--- src/rtl/voice_reg_scheduler.sv ---
// Per-voice register bank with a frame sequencer that presents one voice per handshake.
// Writes aimed at the voice on the datapath wait in a two-entry pending FIFO.
module voice_reg_scheduler #(
    parameter int NUM_VOICES = 4,
    parameter int FIFO_DEPTH = 2,
    parameter int DATA_W     = 16
) (
    input  logic              clk_in,
    input  logic              reset_n_in,
    input  logic [DATA_W-1:0] wr_data_in,
    input  logic [5:0]        wr_addr_in,
    input  logic              wr_valid_in,
    input  logic              sample_tick_in,
    output logic              voice_valid_out,
    input  logic              voice_ready_in,
    output logic [1:0]        voice_idx_out,
    output logic [DATA_W-1:0] voice_freq_out,
    output logic [DATA_W-1:0] voice_vol_out,
    output logic [DATA_W-1:0] voice_ctrl_out,
    output logic              frame_done_out,
    output logic              overflow_out,
    output logic              tick_missed_out
);

    typedef enum logic {S_IDLE, S_ISSUE} state_t;

    state_t            state;
    logic [DATA_W-1:0] bank_freq [4];
    logic [DATA_W-1:0] bank_vol  [4];
    logic [DATA_W-1:0] bank_ctrl [4];

    // Entry 0 is always the FIFO head; a drain shifts entry 1 down.
    logic [5:0]        fifo_addr [2];
    logic [DATA_W-1:0] fifo_data [2];
    logic [1:0]        fifo_cnt;

    logic              wr_mapped;
    logic              wr_conflict;
    logic              head_conflict;
    logic              fifo_full;
    logic              drain;
    logic              direct;
    logic              enq;
    logic              drop;
    logic              enq_slot;
    logic              commit_en;
    logic [5:0]        commit_addr;
    logic [DATA_W-1:0] commit_data;
    logic              handshake;
    logic              last_voice;

    assign wr_mapped     = wr_valid_in && (wr_addr_in[3:0] <= 4'd2)
                           && ({1'b0, wr_addr_in[5:4]} < 3'(NUM_VOICES));
    assign wr_conflict   = (state == S_ISSUE) && (wr_addr_in[5:4] == voice_idx_out);
    assign head_conflict = (state == S_ISSUE) && (fifo_addr[0][5:4] == voice_idx_out);
    assign fifo_full     = (fifo_cnt == 2'(FIFO_DEPTH));
    assign drain         = (fifo_cnt != 2'd0) && !head_conflict;
    assign direct        = wr_mapped && (fifo_cnt == 2'd0) && !wr_conflict;
    assign enq           = wr_mapped && !direct && (!fifo_full || drain);
    assign drop          = wr_mapped && !direct && fifo_full && !drain;
    assign enq_slot      = 1'(fifo_cnt - {1'b0, drain});

    // Direct commits need an empty FIFO, so they can never collide with a drain.
    assign commit_en   = direct || drain;
    assign commit_addr = drain ? fifo_addr[0] : wr_addr_in;
    assign commit_data = drain ? fifo_data[0] : wr_data_in;

    assign handshake  = voice_valid_out && voice_ready_in;
    assign last_voice = (voice_idx_out == 2'(NUM_VOICES - 1));

    assign voice_freq_out = bank_freq[voice_idx_out];
    assign voice_vol_out  = bank_vol[voice_idx_out];
    assign voice_ctrl_out = bank_ctrl[voice_idx_out];

    always_ff @(posedge clk_in) begin
        if (!reset_n_in) begin
            state           <= S_IDLE;
            voice_valid_out <= 1'b0;
            voice_idx_out   <= 2'd0;
            frame_done_out  <= 1'b0;
            overflow_out    <= 1'b0;
            tick_missed_out <= 1'b0;
            fifo_cnt        <= 2'd0;
            for (int i = 0; i < 4; i++) begin
                bank_freq[i] <= '0;
                bank_vol[i]  <= '0;
                bank_ctrl[i] <= '0;
            end
            for (int j = 0; j < 2; j++) begin
                fifo_addr[j] <= '0;
                fifo_data[j] <= '0;
            end
        end else begin
            frame_done_out <= 1'b0;
            case (state)
                S_IDLE: begin
                    if (sample_tick_in) begin
                        state           <= S_ISSUE;
                        voice_valid_out <= 1'b1;
                        voice_idx_out   <= 2'd0;
                    end
                end
                S_ISSUE: begin
                    if (sample_tick_in) tick_missed_out <= 1'b1;
                    if (handshake) begin
                        if (last_voice) begin
                            state           <= S_IDLE;
                            voice_valid_out <= 1'b0;
                            voice_idx_out   <= 2'd0;
                            frame_done_out  <= 1'b1;
                        end else begin
                            voice_idx_out <= voice_idx_out + 2'd1;
                        end
                    end
                end
                default: state <= S_IDLE;
            endcase

            if (commit_en) begin
                case (commit_addr[3:0])
                    4'd0:    bank_freq[commit_addr[5:4]] <= commit_data;
                    4'd1:    bank_vol[commit_addr[5:4]]  <= commit_data;
                    4'd2:    bank_ctrl[commit_addr[5:4]] <= commit_data;
                    default: ;
                endcase
            end

            if (drop) overflow_out <= 1'b1;

            // Shift first so a same-cycle enqueue into slot 0 wins.
            if (drain) begin
                fifo_addr[0] <= fifo_addr[1];
                fifo_data[0] <= fifo_data[1];
            end
            if (enq) begin
                fifo_addr[enq_slot] <= wr_addr_in;
                fifo_data[enq_slot] <= wr_data_in;
            end
            fifo_cnt <= fifo_cnt + 2'(enq) - 2'(drain);
        end
    end

endmodule

--- config.mk ---
export PLATFORM = sky130hd
export DESIGN_NAME = voice_reg_scheduler
export DESIGN_NICKNAME = d
export VERILOG_FILES = /design/src/rtl/voice_reg_scheduler.sv
export SDC_FILE = /design/constraint.sdc
export NUM_CORES = 1
export LEC_CHECK = 0
export BUFFER_PORTS_ARGS = -buffer_cell sky130_fd_sc_hd__buf_4
export CAP_MARGIN = 10
export CORE_ASPECT_RATIO = 0.75
export CORE_MARGIN = 4
export CORE_UTILIZATION = 50
export DETAILED_ROUTE_END_ITERATION = 10
export GPL_TIMING_DRIVEN = 0
export PLACE_DENSITY = 0.71
export SLEW_MARGIN = 20
export SYNTH_ARGS = -nofsm -noshare
export SYNTH_HDL_FRONTEND = slang
export SYNTH_SLANG_ARGS = --single-unit
--- constraint.sdc ---
create_clock -name clk_in -period 3.46 [get_ports clk_in]
set_input_delay 0.346 -clock clk_in [delete_from_list [all_inputs] [get_ports clk_in]]
set_output_delay 0.346 -clock clk_in [all_outputs]
set_load 0.05 [all_outputs]
==> flow_summary_export.csv <==
group,metric,value,unit
synthesis,syn_area_per_cell,14.1,µm²
clocking,root_buffer,"clkbuf_16",
setup_path,arrival,3.51,ns
floorplan,start_util,50.8,%
global_routing,grt_max_degree,23,
setup_path,worstSetupStartpoint,"voice_idx_out[1]$_SDFFE_PN0P_",
route,firstDrtPassIters,6,
global_routing,grt_pass1_wl,43600,µm
clocking,clk_transition_reported_paths,0.06,ns
sta,post-route-period-util,93.1,%
placement,io_buffers,78,
floorplan,die_h,140,µm
placement,hpwl,20000,µm
synthesis,yosysMostFrequentCell,"edfxtp_1",
placement,place_area,0.0129,mm²
synthesis,synth_edf_count,236,
power,peakVddDrop,393,µV
clocking,cts_num_sinks,247,
clocking,cts_tree,"done",
worst_hold_path,hp-start,"sample_tick_in",
setup_path,worstPathMaxFanout,10,
synthesis,synth.area.top_cells,"edfxtp_1 (61%), mux4_2 (9.3%), nor3_1 (4.1%), mux2_2 (3.4%), nor2_1 (3.2%)",
synthesis,syn-cell-area,0.0117,mm²
setup_path,critPathRequiredTime,3.74,ns
flow_run,cap_violations,0,
worst_hold_path,hold_path_depth,3,
floorplan,num_io_pins,81,
sta,skew,0.0114,ns
setup_path,timing.rr.start,"voice_idx_out[1]$_SDFFE_PN0P_",
clocking,numCtsBuffers,24,
worst_hold_path,holdPathEnd,"tick_missed_out$_SDFFE_PN0P_",
sta,slew_violations,0,
cells_and_area,drive_above_1_share,29.5,%
status,outcome,"finished clean",
global_routing,antenna_found_initial,0,
sta,grt_setup_unrepaired,"false",
power,leakagePower,4.95,nW
route,viasPerCell,5.98,
synthesis,ys_warn_count,0,
setup_path,worst-setup-path-type,"flip-flop to flip-flop",
sta,hold_viol,0,
setup_path,cp-end-kind,"flip-flop",
synthesis,ys.flop_type,"edfxtp_1",
cells_and_area,n_antenna_cell,0,
cells_and_area,layout.cells.non_filler,1265,
clocking,cts_resized,0,
cells_and_area,fillCellCount,1797,
cells_and_area,fin_area,0.0137,mm²
synthesis,synth_cells,829,
floorplan,die_area,0.0258,mm²
worst_hold_path,hp-class,"input pin to flip-flop",
setup_path,rrSetupSlack,0.24,ns
power,totalPowerFinal,9.21,mW
sta,fin_setup_tns,0,ns
clocking,clockBufferDepth,3,
sta,fin_crit,3.22,ns
sta,setup_viol,0,
global_routing,grt.total_usage,21.9,%
synthesis,ys_seq_elements,247,
synthesis,yosys.cell_types.count,54,
clocking,post_cts_buffers,0,
route,drt_iter0_drc,840,
route,drt-wirelength-per-cell,22.4,µm
floorplan,die_x,184,µm
route,drc,0,
clocking,hold_buffers,0,
floorplan,coreArea,0.0229,mm²
route,ant_nets,0,
setup_path,ff2ff_path_depth,7,
cells_and_area,syn_to_final_growth,17.6,%
setup_path,r2r-end,"bank_ctrl[2][7]$_SDFFCE_PN0P_",
route,num_vias,7564,
power,p_per_area,672,mW/mm²
synthesis,synth_async_sr_flop_share,0,%
setup_path,start_kind,"flip-flop",
synthesis,yosys.area.top_type,"edfxtp_1",
placement,place_congestion,0.874,
placement,place_inst,1221,
synthesis,synth_top_area_share,60.8,%
synthesis,ys_seq_area_share,62.7,%
global_routing,gr-total-overflow,0,
synthesis,synthTopCellsByCount,"edfxtp_1 (236), nor2_1 (98), nor3_1 (95)",
cells_and_area,fin_util,59.7,%
sta,relSlewSlack,37.0,%
sta,tightestPinTransition,0.945,ns
clocking,ctsHtreeMaxLevel,1,
sta,fmax,310,MHz
global_routing,grt_pass1_vias,7408,
floorplan,rows,48,
clocking,clk_latency,0.52,ns
cells_and_area,fin_nets,977,
route,drt-total-wl,28300,µm
[power by group]
| part | internal (mW) | total (mW) | switching, mW |
|---|---|---|---|
| Clock | 1.66 | 2.82 | 1.16 |
| Sequential | 3.61 | 3.71 | 0.105 |
| Combinational | 0.782 | 2.68 | 1.90 |
| Total | 6.05 | 9.21 | 3.16 |
[layout make-up]
| class | count | area, µm² | share of cell area (%) |
|---|---|---|---|
| flip-flops and latches | 247 | 7310 | 53.3 |
| multi-input cells | 486 | 3980 | 29.0 |
| repair buffers | 91 | 766 | 5.59 |
| clock buffers | 25 | 604 | 4.41 |
| well taps | 300 | 375 | 2.74 |
| plain buffers | 70 | 333 | 2.43 |
| clock inverters | 19 | 243 | 1.77 |
| inverters | 27 | 101 | 0.739 |
[worst max-delay path, cell delays in order (launching register included)]
cell      delay (ns)
dfxtp_1         0.47
clkbuf_1        0.41
nor2_1          0.10
a221o_1         0.32
nor2_1          0.58
clkbuf_1        0.55
o21ai_2         0.30
buf_8           0.25
[per-layer routing]
metal  vias up  wire (µm)  GRT usage [%]
li1       3383          -              -
met2       388      12500           32.6
met3        47       2710           4.34
met5         -          0              0
met4         0        617           4.98
met1      3746      12500           33.7
[how the worst max path moves through the flow]
stage                               endpoint  slack, ns  depth (start not counted)
2_1_floorplan   bank_vol[0][0]$_SDFFCE_PN0P_      -0.13                          9
3_3_place_gp    bank_vol[0][7]$_SDFFCE_PN0P_      -0.91                          8
3_5_place_dp    bank_vol[0][7]$_SDFFCE_PN0P_       0.14                          8
4_1_cts                   voice_ctrl_out[12]       0.09                          4
5_1_grt         bank_vol[0][1]$_SDFFCE_PN0P_       0.09                          8
6_report       bank_ctrl[2][7]$_SDFFCE_PN0P_       0.24                          7
[registers in the layout (all words and copies together), names as in the netlist, named ones only]
name and cells:
voice_idx_out 2, bank_vol 64, overflow_out 1, state 1, frame_done_out 1, fifo_data 32, fifo_cnt 2, voice_valid_out 1
fifo_addr 12, tick_missed_out 1, bank_freq 64, bank_ctrl 64
[placed cells by master (no fill, tap or decap), types with 5 or more instances in the layout]
cell / n
edfxtp_1: 236
nor2_1: 98
nor3_1: 95
buf_4: 80
mux4_2: 48
clkbuf_1: 44
nor3b_1: 35
mux2_2: 35
and3_1: 26
o21ai_2: 26
inv_1: 25
clkbuf_16: 24
and2_1: 21
buf_2: 17
nand2_1: 12
dfxtp_1: 11
nand4_1: 9
buf_8: 9
nand3_1: 8
a21oi_1: 8
buf_6: 7
nand4_4: 7
mux2i_1: 5
bufinv_16: 5
clkinv_2: 5
[cells by family after synthesis]
group | count (synthesis) | share of synthesized area [%]
AO/OA/AOI/OAI | 58 | 3.78
XOR/XNOR | 7 | 0.687
adder cells (fa/ha/maj) | 3 | 0.322
buffers and inverters | 97 | 3.70
flip-flops | 247 | 62.7
multiplexers | 88 | 13.1
other | 1 | 0.0322
AND/OR/NAND/NOR | 328 | 15.7
[per-stage QoR]
step | hold slack, ns | setup WS, ns
floorplan | 0.491 | -0.131
global placement | 0.460 | -0.911
detailed placement | 0.460 | 0.139
CTS | 0.0751 | 0.0899
global route | 0.0893 | 0.0901
finish | 0.0811 | 0.237
Power figures use the tool's default switching activity.
